### src/rtl/bit_serializer_if.sv
// Handshake and serial-output bundle between a word source and bit_serializer.
// The master side offers words; the slave side returns ready and the serial stream.
interface bit_serializer_if #(
  parameter int WIDTH = 8
);
  logic [WIDTH-1:0] load_data;
  logic             load_valid;
  logic             load_ready;
  logic             data;
  logic             bit_valid;
  logic             busy;
  logic             done;

  modport master (
    output load_data, load_valid,
    input  load_ready, data, bit_valid, busy, done
  );

  modport slave (
    input  load_data, load_valid,
    output load_ready, data, bit_valid, busy, done
  );
endinterface

### src/rtl/bit_serializer.sv
// MSB-first parallel-to-serial shifter with a one-word holding buffer; 1 clk load-to-MSB latency.
// Optional macro SERIALIZER_PARITY_EN appends an even-parity bit; load_ready = !buf_full (registered).
module bit_serializer #(
  parameter int WIDTH    = 8,
  parameter bit IDLE_BIT = 1'b0
) (
  input  logic           clk,
  input  logic           rst,
  bit_serializer_if.slave bus
);
  localparam int            CW   = (WIDTH > 1) ? $clog2(WIDTH) : 1;
  localparam logic [CW-1:0] LAST = CW'(WIDTH - 1);

  typedef enum logic [1:0] {
    IDLE   = 2'd0,
    SHIFT  = 2'd1,
    PARITY = 2'd2
  } state_e;

  state_e           state_q, state_d;
  logic [WIDTH-1:0] shift_q, shift_d;
  logic [WIDTH-1:0] buf_q, buf_d;
  logic             buf_full_q, buf_full_d;
  logic [CW-1:0]    cnt_q, cnt_d;
  logic             data_q, data_d;
  logic             bit_valid_q, bit_valid_d;
  logic             done_q, done_d;

  logic             accept;
  logic             final_bit;
  logic             free;
  logic [CW-1:0]    cnt_inc;
  logic [WIDTH-1:0] reload_word;

`ifdef SERIALIZER_PARITY_EN
  logic par_q, par_d;
  assign final_bit = (state_q == PARITY);
`else
  assign final_bit = (state_q == SHIFT) && (cnt_q == LAST);
`endif

  assign accept      = bus.load_valid && !buf_full_q;
  assign free        = (state_q == IDLE) || final_bit;
  assign cnt_inc     = cnt_q + 1'b1;
  // A buffered word always wins the reload; load_ready is low while it is held.
  assign reload_word = buf_full_q ? buf_q : bus.load_data;

  always_comb begin
    state_d     = state_q;
    shift_d     = shift_q;
    buf_d       = buf_q;
    buf_full_d  = buf_full_q;
    cnt_d       = cnt_q;
    data_d      = IDLE_BIT;
    bit_valid_d = 1'b0;
    done_d      = 1'b0;
`ifdef SERIALIZER_PARITY_EN
    par_d       = par_q;
`endif

    if (free && (buf_full_q || accept)) begin
      state_d     = SHIFT;
      data_d      = reload_word[WIDTH-1];
      shift_d     = {reload_word[WIDTH-2:0], 1'b0};
      cnt_d       = '0;
      bit_valid_d = 1'b1;
      buf_full_d  = 1'b0;
`ifdef SERIALIZER_PARITY_EN
      par_d       = ^reload_word;
`endif
    end else if (free) begin
      state_d = IDLE;
      cnt_d   = '0;
    end else begin
      if (accept) begin
        buf_d      = bus.load_data;
        buf_full_d = 1'b1;
      end
      bit_valid_d = 1'b1;
`ifdef SERIALIZER_PARITY_EN
      if (cnt_q == LAST) begin
        state_d = PARITY;
        data_d  = par_q;
        done_d  = 1'b1;
      end else begin
        data_d  = shift_q[WIDTH-1];
        shift_d = {shift_q[WIDTH-2:0], 1'b0};
        cnt_d   = cnt_inc;
      end
`else
      data_d  = shift_q[WIDTH-1];
      shift_d = {shift_q[WIDTH-2:0], 1'b0};
      cnt_d   = cnt_inc;
      done_d  = (cnt_inc == LAST);
`endif
    end
  end

  always_ff @(posedge clk or negedge rst) begin
    if (!rst) begin
      state_q     <= IDLE;
      shift_q     <= '0;
      buf_q       <= '0;
      buf_full_q  <= 1'b0;
      cnt_q       <= '0;
      data_q      <= IDLE_BIT;
      bit_valid_q <= 1'b0;
      done_q      <= 1'b0;
`ifdef SERIALIZER_PARITY_EN
      par_q       <= 1'b0;
`endif
    end else begin
      state_q     <= state_d;
      shift_q     <= shift_d;
      buf_q       <= buf_d;
      buf_full_q  <= buf_full_d;
      cnt_q       <= cnt_d;
      data_q      <= data_d;
      bit_valid_q <= bit_valid_d;
      done_q      <= done_d;
`ifdef SERIALIZER_PARITY_EN
      par_q       <= par_d;
`endif
    end
  end

  assign bus.load_ready = !buf_full_q;
  assign bus.data       = data_q;
  assign bus.bit_valid  = bit_valid_q;
  assign bus.busy       = (state_q != IDLE);
  assign bus.done       = done_q;
endmodule

### src/flat_wrapper.sv
// flat-port wrapper written by rule: the top's interface ports become plain ports
module bit_serializer_flat 
#(
  parameter int WIDTH    = 8,
  parameter bit IDLE_BIT = 1'b0
)
  (clk, rst, bus_load_data, bus_load_valid, bus_load_ready, bus_data, bus_bit_valid, bus_busy, bus_done);
  bit_serializer_if #(.WIDTH(WIDTH)) bus_i ();
  input  logic clk;
  input  logic rst;
  input wire logic [$bits(bus_i.load_data)-1:0] bus_load_data;
  input wire logic [$bits(bus_i.load_valid)-1:0] bus_load_valid;
  output wire logic [$bits(bus_i.load_ready)-1:0] bus_load_ready;
  output wire logic [$bits(bus_i.data)-1:0] bus_data;
  output wire logic [$bits(bus_i.bit_valid)-1:0] bus_bit_valid;
  output wire logic [$bits(bus_i.busy)-1:0] bus_busy;
  output wire logic [$bits(bus_i.done)-1:0] bus_done;
  assign bus_i.load_data = bus_load_data;
  assign bus_i.load_valid = bus_load_valid;
  assign bus_load_ready = bus_i.load_ready;
  assign bus_data = bus_i.data;
  assign bus_bit_valid = bus_i.bit_valid;
  assign bus_busy = bus_i.busy;
  assign bus_done = bus_i.done;
  bit_serializer #(.WIDTH(WIDTH), .IDLE_BIT(IDLE_BIT)) u_core (.clk(clk), .rst(rst), .bus(bus_i));
endmodule
### config.mk
export PLATFORM = sky130hd
export DESIGN_NAME = bit_serializer_flat
export DESIGN_NICKNAME = d
export VERILOG_FILES = /design/src/rtl/bit_serializer_if.sv /design/src/rtl/bit_serializer.sv /design/src/flat_wrapper.sv
export SDC_FILE = /design/constraint.sdc
export NUM_CORES = 1
export LEC_CHECK = 0
export ABC_AREA = 1
export ABC_CLOCK_PERIOD_IN_PS = 2700
export CAP_MARGIN = 20
export CORE_UTILIZATION = 50
export CTS_BUF_LIST = sky130_fd_sc_hd__clkbuf_2 sky130_fd_sc_hd__clkbuf_4 sky130_fd_sc_hd__clkbuf_8
export CTS_CLUSTER_DIAMETER = 60
export DETAILED_ROUTE_END_ITERATION = 6
export PLACE_DENSITY = 0.83
export SYNTH_ARGS = -nofsm -noshare
export SYNTH_HDL_FRONTEND = slang
export SYNTH_SLANG_ARGS = --single-unit
### constraint.sdc
create_clock -name clk -period 2.7 [get_ports clk]
set_clock_uncertainty 0.1 [all_clocks]
set_input_delay 0.27 -clock clk [delete_from_list [all_inputs] [get_ports clk]]
set_output_delay 0.27 -clock clk [all_outputs]
set_load 0.05 [all_outputs]
Word-level counts from Yosys, hierarchy flattened
Index checks and enable logic that the tools add are counted.
Storage, ports and cells
  flip-flop bits (word level): 25
  input port bits: 11
  output and inout bits: 5
  word-level logic and storage cells: 43
Operators by class
  $add $sub $neg: 1
  equal/unequal tests: 4
  mux-type cells: 16
  bitwise operators: 2
  reductions and logical operators: 12
Operator list (count)
  $mux 8: 3
  $mux 1: 9
  $eq 3x3->1 const B: 2
  $mux 3: 2
  $reduce_bool 2->1: 3
  $mux 2: 2
  $add 3x1->3 const B: 1
  $logic_and 1x1->1: 3
  $reduce_and 3->1: 1
  $eq 2x1->1 const B: 1
  $logic_not 2->1: 1
  $logic_or 1x1->1: 2
  $ne 2x2->1 const B: 1
  $not 1->1: 2
  $reduce_and 2->1: 1
  $logic_not 1->1: 1

Longest topological paths before layout
Gate-level depths: netlist of the first run.
  depth in word-level cells: 6
  mapped depth: 7
  mapped depth without buffers: 6

Worst setup path before layout of the first run
No wires, ideal clock.
  path kind: reg2reg
  start: register u_core.cnt_q[0]
  end: register u_core.buf_q[1]
  library setup time: 0.117 ns
  arrival time: 1.319 ns
  required time: 2.483 ns
  slack: 1.164 ns
  stages on the path, launching flop included: 8
  path buffers: 1
  period minus slack after synthesis: 1.536 ns
  path through: dfrtp_1 -> ha_1 -> ha_1 -> nor2_8 -> nand2_4 -> buf_6 -> nand2_2 -> o21ai_2
On the way
  word-level cells in the longest chain between the ends: 6
Ends and longest elaborated chain
  start, declared: RTL line bit_serializer.sv:24  | logic [CW-1:0] cnt_q, cnt_d;
  start signal, assigned: RTL line bit_serializer.sv:117  | cnt_q <= cnt_d;
  $eq 3x3->1 *: RTL line bit_serializer.sv:39  | assign final_bit = (state_q == SHIFT) && (cnt_q == LAST);
  $logic_and 1x1->1 *: RTL line bit_serializer.sv:39
  $logic_or 1x1->1 *: RTL line bit_serializer.sv:43  | assign free = (state_q == IDLE) || final_bit;
  $logic_and 1x1->1: RTL line bit_serializer.sv:61  | if (free && (buf_full_q || accept)) begin
  $not 1->1 (no source line)
  $reduce_and 3->1 (no source line) *
  end signal, assigned: RTL line bit_serializer.sv:115  | buf_q <= buf_d;
  end, declared: RTL line bit_serializer.sv:22  | logic [WIDTH-1:0] buf_q, buf_d;
Every way passes the cells marked *; elsewhere a longest branch is shown, timed or not.
A chain may end at the register's enable or synchronous reset.

Worst setup path after layout of the first run
  start: register u_core.buf_full_q
  end: output port bus_load_ready
On the way
  word-level cells in the longest chain between the ends: 1
Ends and longest elaborated chain
  start, declared: RTL line bit_serializer.sv:23  | logic buf_full_q, buf_full_d;
  start signal, assigned: RTL line bit_serializer.sv:116  | buf_full_q <= buf_full_d;
  $logic_not 1->1: RTL line bit_serializer.sv:127  | assign bus.load_ready = !buf_full_q;
  end, declared: RTL line flat_wrapper.sv:13  | output wire logic [$bits(bus_i.load_ready)-1:0] bus_load_ready;
Every way passes these cells.

==> results_dict.tcl, run 1 <==
set metrics [dict create \
    cts_buffers 3 \
    power_frac_comb_pct 41.9 \
    cp-start-kind "flip-flop" \
    wl_per_cell_um 11.0 \
    yosysUniqueCellTypes 15 \
    synth-seq-cells 23 \
    internal-power_uw 728 \
    start_util_pct 54.4 \
    die_y_um 48.9 \
    fmax_mhz 457 \
    drc 0 \
    cts_sinks 23 \
    grt_pass1_wl_um 3060 \
    seq_power_share_pct 45.3 \
    num_vias 805 \
    leakagePower_nw 0.644 \
    cp_data_arrival_time_ns 1.82 \
    tns_ns 0 \
    finalWorstSetupSlack_ns 0.512 \
    pwr-share-clk_pct 12.8 \
    dpl_worst_slack_ns 0.870 \
    layout_commonest_cell "nand2_1" \
    final.period_utilization_pct 81.0 \
    ant_nets 0 \
    grt-busiest-layer "met2" \
    track_usage_pct 17.3 \
    synthesis.nets 135 \
    final_cells 163 \
    holdBufCountCts 0 \
    whs_ns 0.189 \
    gp_congestion 0.729 \
    status "finished, final reports clean" \
    dp_hpwl_um 1310 \
    grtUsageMet3_pct 2.80 \
    met1_usage_pct 23.4 \
    cap_violations 0 \
    cp-end-kind "output port" \
    drtIter0Drc 21 \
    nets 151 \
    hold_class "primary input to async pin" \
    dp_cells 159 \
    die_area_um2 2390 \
    fin_util_pct 63.1 \
    cts-root-buf "clkbuf_4" \
    area_delta_synth_final_pct 15.9 \
    worstSetupPathType "flip-flop to output port" \
    h-tree-depth 1 \
    cts_resized 0 \
    irDropWorstVdd_uv 562 \
    cts_setup_buffers 0 \
    crit_fanout 19 \
    drive_gt1_share_pct 16.2 \
    cts_tree "yes" \
    power.density_nw_per_um2 968 \
    grtUsageMet2_pct 26.2 \
    grt_setup_unrepaired "no" \
    most-common-layout-cells "nand2_1, dfrtp_1, clkdlybuf4s50_1" \
    clk_latency_ns 0.32 \
    p_sw_share_pct 41.0 \
    cts_max_path_buffers 2 \
    postRouteWirelength_um 1790 \
    slew_viol_final 0 \
    first_global_vias 704 \
    min_period_ns 2.19 \
    port_buffers 15 \
    syn_area_um2 1100 \
    ioPinCount 16 \
    yosysWarnings 0 \
    reg2reg_slack_ns 1.07 \
    core-area_um2 2020 \
    worstMarginPinSlew_ns 0.494 \
    slew-limit-headroom_pct 67.0 \
    die_x_um 48.9 \
    antenna_found_initial 0 \
    grt_overflow 0 \
    setup_viol 0 \
    p_sw_uw 506 \
    row_count 16 \
    firstDrtPassIters 4 \
    antenna_cells 0 \
    avgSynthCellArea_um2 9.09 \
    required_ns 2.33 \
    hold_viol 0 \
    synthCells 121 \
    grt_max_degree 24 \
    clkSlewWorstSetupHoldPaths_ns 0.13 \
    vias_per_cell 4.94 \
    ys_seq_area_share_pct 52.3 \
]
-- critical path, stage by stage, from the launching register on --
cell and delay, ns:
dfrtp_1 0.58, inv_1 0.11, clkdlybuf4s50_1 0.80
-- power by group through the flow --
stage | logic [mW] | registers (mW) | clock network (mW)
after floorplan | 0.404 | 0.577 | 0
after global placement | 0.501 | 0.558 | 0
after detailed placement | 0.519 | 0.568 | 0
after CTS | 0.522 | 0.561 | 0.165
after global routing | 0.581 | 0.571 | 0.178
final | 0.517 | 0.559 | 0.158
-- final timing paths --
check | startpoint | end | cells after the start
worst min register to register | u_core.cnt_q[0]$_DFF_PN0_ | u_core.cnt_q[0]$_DFF_PN0_ | 1
min in group clk | u_core.cnt_q[0]$_DFF_PN0_ | u_core.cnt_q[0]$_DFF_PN0_ | 1
max in group asynchronous | rst | u_core.buf_q[2]$_DFFE_PN0P_ | 2
worst min-delay path | rst | u_core.state_q[0]$_DFFE_PN0P_ | 2
worst max register to register | u_core.cnt_q[0]$_DFF_PN0_ | u_core.buf_q[3]$_DFFE_PN0P_ | 6
worst max-delay path | u_core.buf_full_q$_DFFE_PN0P_ | bus_load_ready | 2
-- final cells by class --
| cell class | instances | area, um2 |
|---|---|---|
| multi-input combinational | 79 | 428 |
| clock inverter | 1 | 5.00 |
| fill | 182 | 747 |
| timing repair buffer | 16 | 158 |
| clock buffer | 3 | 22.5 |
| tap | 27 | 33.8 |
| inverter | 14 | 52.6 |
| sequential | 23 | 576 |
-- flip-flops by register name, indices dropped and copies added (netlist names) --
register and count:
u_core.bus.done 1, u_core.cnt_q 3, u_core.shift_q 7, u_core.bus.data 1, u_core.state_q 1, u_core.buf_q 8
u_core.bus.bit_valid 1, u_core.buf_full_q 1
-- stage by stage --
| stage | area, um2 | power, mW |
|---|---|---|
| after global routing | 1270 | 1.33 |
| after CTS | 1270 | 1.25 |
| final | 1270 | 1.23 |
| after floorplan | 1100 | 0.982 |
| after detailed placement | 1250 | 1.09 |
| after global placement | 1250 | 1.06 |
-- synth_stat cells (all sizes together) --
master	instances	area (um2)
nor2	9	57.6
nand2	38	158
dfrtp	23	576
ha	3	37.5
nand3	13	65.1
buf	5	43.8
inv	14	52.6
o21ai	16	110
-- kinds of logic after synthesis --
kind of cell	synth area share, %
and+or+nand+nor	25.5
buffers and inverters	8.76
adders and majority gates	3.41
DFF	52.3
AOI/OAI and AO/OA	10.0
-- layer usage --
metal / share of wire (%) / wire length (um) / vias up
li1: - / - / 411
met1: 48 / 855 / 375
met2: 47 / 846 / 14
met3: 2.8 / 50 / 5
met4: 2.3 / 42 / 0
met5: 0 / 0 / -
Note: power is estimated with default switching activity, not from simulation.
==> run 2, diff against run 1 <==
--- a/config.mk
+++ b/config.mk
@@ -6,7 +6,7 @@
 export NUM_CORES = 1
 export LEC_CHECK = 0
 export ABC_AREA = 1
-export ABC_CLOCK_PERIOD_IN_PS = 2700
+export ABC_CLOCK_PERIOD_IN_PS = 2120
 export CAP_MARGIN = 20
 export CORE_UTILIZATION = 50
 export CTS_BUF_LIST = sky130_fd_sc_hd__clkbuf_2 sky130_fd_sc_hd__clkbuf_4 sky130_fd_sc_hd__clkbuf_8
==> constraint.sdc (replaced) <==
create_clock -name clk -period 2.12 [get_ports clk]
set_clock_uncertainty 0.1 [all_clocks]
set_input_delay 0.212 -clock clk [delete_from_list [all_inputs] [get_ports clk]]
set_output_delay 0.212 -clock clk [all_outputs]
set_load 0.05 [all_outputs]
==> run 2 against run 1 <==
Effect of this change:
- critical endpoint unchanged
- sequential power is 23% higher
- critical path depth stayed put
- clock power is 26% higher
- wire length is 5.1% lower
- core utilization is 0.37 points higher
- final cell count is 0.61% higher
- combinational power is 32% higher
- via count is 2.6% lower
- critical path type unchanged
- non-clock buffer count is 1 higher
==> results_dict.tcl, run 2 (same netlist as run 1, synthesis figures left out) <==
set metrics [dict create \
    cp-startpoint "u_core.buf_full_q$_DFFE_PN0P_" \
    fmax_mhz 528 \
    min_period_ns 1.89 \
    cp_num_buf_inv 2 \
    cts_tree "yes" \
    vias_per_cell 4.78 \
    pwr-share-clk_pct 12.7 \
    wl_per_cell_um 10.4 \
    cp_data_arrival_time_ns 1.58 \
    grt_max_degree 24 \
    cts_setup_buffers 0 \
    drive_gt1_share_pct 16.8 \
    cpPeakStageDelay_ns 0.79 \
    most-common-layout-cells "nand2_1, dfrtp_1, clkdlybuf4s50_1" \
    rr_startpoint "u_core.cnt_q[0]$_DFF_PN0_" \
    hold_viol 0 \
    num_vias 784 \
    cp-end-kind "output port" \
    top_register "u_core.buf_q" \
    h-tree-depth 1 \
    worstSetupPathType "flip-flop to output port" \
    core-area_um2 2020 \
    area_delta_synth_final_pct 16.6 \
    total_power_mw 1.57 \
    drtIter0Drc 27 \
    setup_viol 0 \
    start_util_pct 54.4 \
    postRouteWirelength_um 1700 \
    drc 0 \
    die_area_um2 2390 \
    path_delay_family "buffers and inverters" \
    cts_max_path_buffers 2 \
    grt_overflow 0 \
    cts_sinks 23 \
    die_y_um 48.9 \
    irDropWorstVdd_uv 855 \
    nets 152 \
    top_regs "u_core.buf_q (8), u_core.shift_q (7), u_core.cnt_q (3)" \
    die_x_um 48.9 \
    holdBufCountCts 0 \
    worstMarginPinSlew_ns 0.496 \
    seqCellArea_um2 576 \
    slew-limit-headroom_pct 66.8 \
    internal-power_uw 936 \
    clk_latency_ns 0.31 \
    antenna_cells 0 \
    hold_class "primary input to async pin" \
    grt_setup_unrepaired "no" \
    path_cells "inv_1 > clkdlybuf4s50_1" \
    cts_buffers 3 \
    firstDrtPassIters 4 \
    whs_ns 0.137 \
    p_sw_uw 631 \
    ff2ff_path_depth 6 \
    leakagePower_nw 0.648 \
    row_count 16 \
    cts-root-buf "clkbuf_4" \
    cap_violations 0 \
    tns_ns 0 \
    cp_slowest_cell "clkdlybuf4s50_1" \
    seq_power_share_pct 43.9 \
    grt_pass1_wl_um 3130 \
    gp_congestion 0.765 \
    power.density_nw_per_um2 1220 \
    dp_hpwl_um 1230 \
    p_sw_share_pct 40.3 \
    port_buffers 15 \
    ant_nets 0 \
    first_global_vias 701 \
    crit_fanout 2 \
    largest_register_ffs 8 \
    cts_resized 0 \
    antenna_found_initial 0 \
    required_ns 1.81 \
    power_frac_comb_pct 43.4 \
    clkSlewWorstSetupHoldPaths_ns 0.13 \
    layout_commonest_cell "nand2_1" \
    final.period_utilization_pct 89.3 \
    crit_cells 2 \
    status "finished, final reports clean" \
    nFillCells 180 \
    cp-start-kind "flip-flop" \
    ioPinCount 16 \
    slew_viol_final 0 \
    multi_input_area_um2 428 \
    track_usage_pct 17.5 \
]
==> run 2: cell types whose count changed in the layout (fill, tap and decap cells not counted) <==
cell | before | now
buf_4 | 1 | 2
==> run 2: final cells by class <==
cell class,count,share of cell area [%]
flip-flops and latches,23,44.9
repair buffers,17,12.9
multi-input cells,79,33.4
well taps,27,2.63
clock inverters,1,0.390
clock buffers,3,1.76
inverters,14,4.10
==> run 2: worst paths after layout <==
path,to,slack [ns]
max,bus_load_ready,0.23
min,u_core.shift_q[6]$_DFFE_PN0P_,0.14
max in group asynchronous,u_core.buf_q[2]$_DFFE_PN0P_,1.55
min in group clk,u_core.buf_q[0]$_DFFE_PN0P_,0.35
min reg2reg,u_core.cnt_q[0]$_DFF_PN0_,0.37
max reg2reg,u_core.buf_q[3]$_DFFE_PN0P_,0.53
==> run 2: per-stage QoR <==
step | setup WS, ns | util [%] | instances | area, um2
after global routing | 0.168 | 63.4 | 164 | 1280
after global placement | 0.535 | 62.1 | 160 | 1250
after floorplan | 0.584 | - | 121 | 1100
after CTS | 0.210 | 63.4 | 164 | 1280
after detailed placement | 0.519 | 62.1 | 160 | 1250
final | 0.228 | 63.4 | 164 | 1280
==> run 2: power by group through the flow <==
stage,sequential [mW],clock (mW),combinational (mW)
finish,0.687,0.199,0.680
floorplan,0.735,0,0.515
CTS,0.687,0.211,0.691
detailed placement,0.695,0,0.689
global route,0.703,0.223,0.780
global placement,0.689,0,0.673
==> run 2: per-layer routing <==
| metal | vias up | track usage (%) | part of all wire, % |
|---|---|---|---|
| met5 | - | 0 | 0 |
| met4 | 0 | 10.3 | 2.6 |
| met3 | 5 | 3.74 | 2.6 |
| met2 | 16 | 24.8 | 46 |
| met1 | 351 | 24.7 | 49 |
| li1 | 412 | - | - |
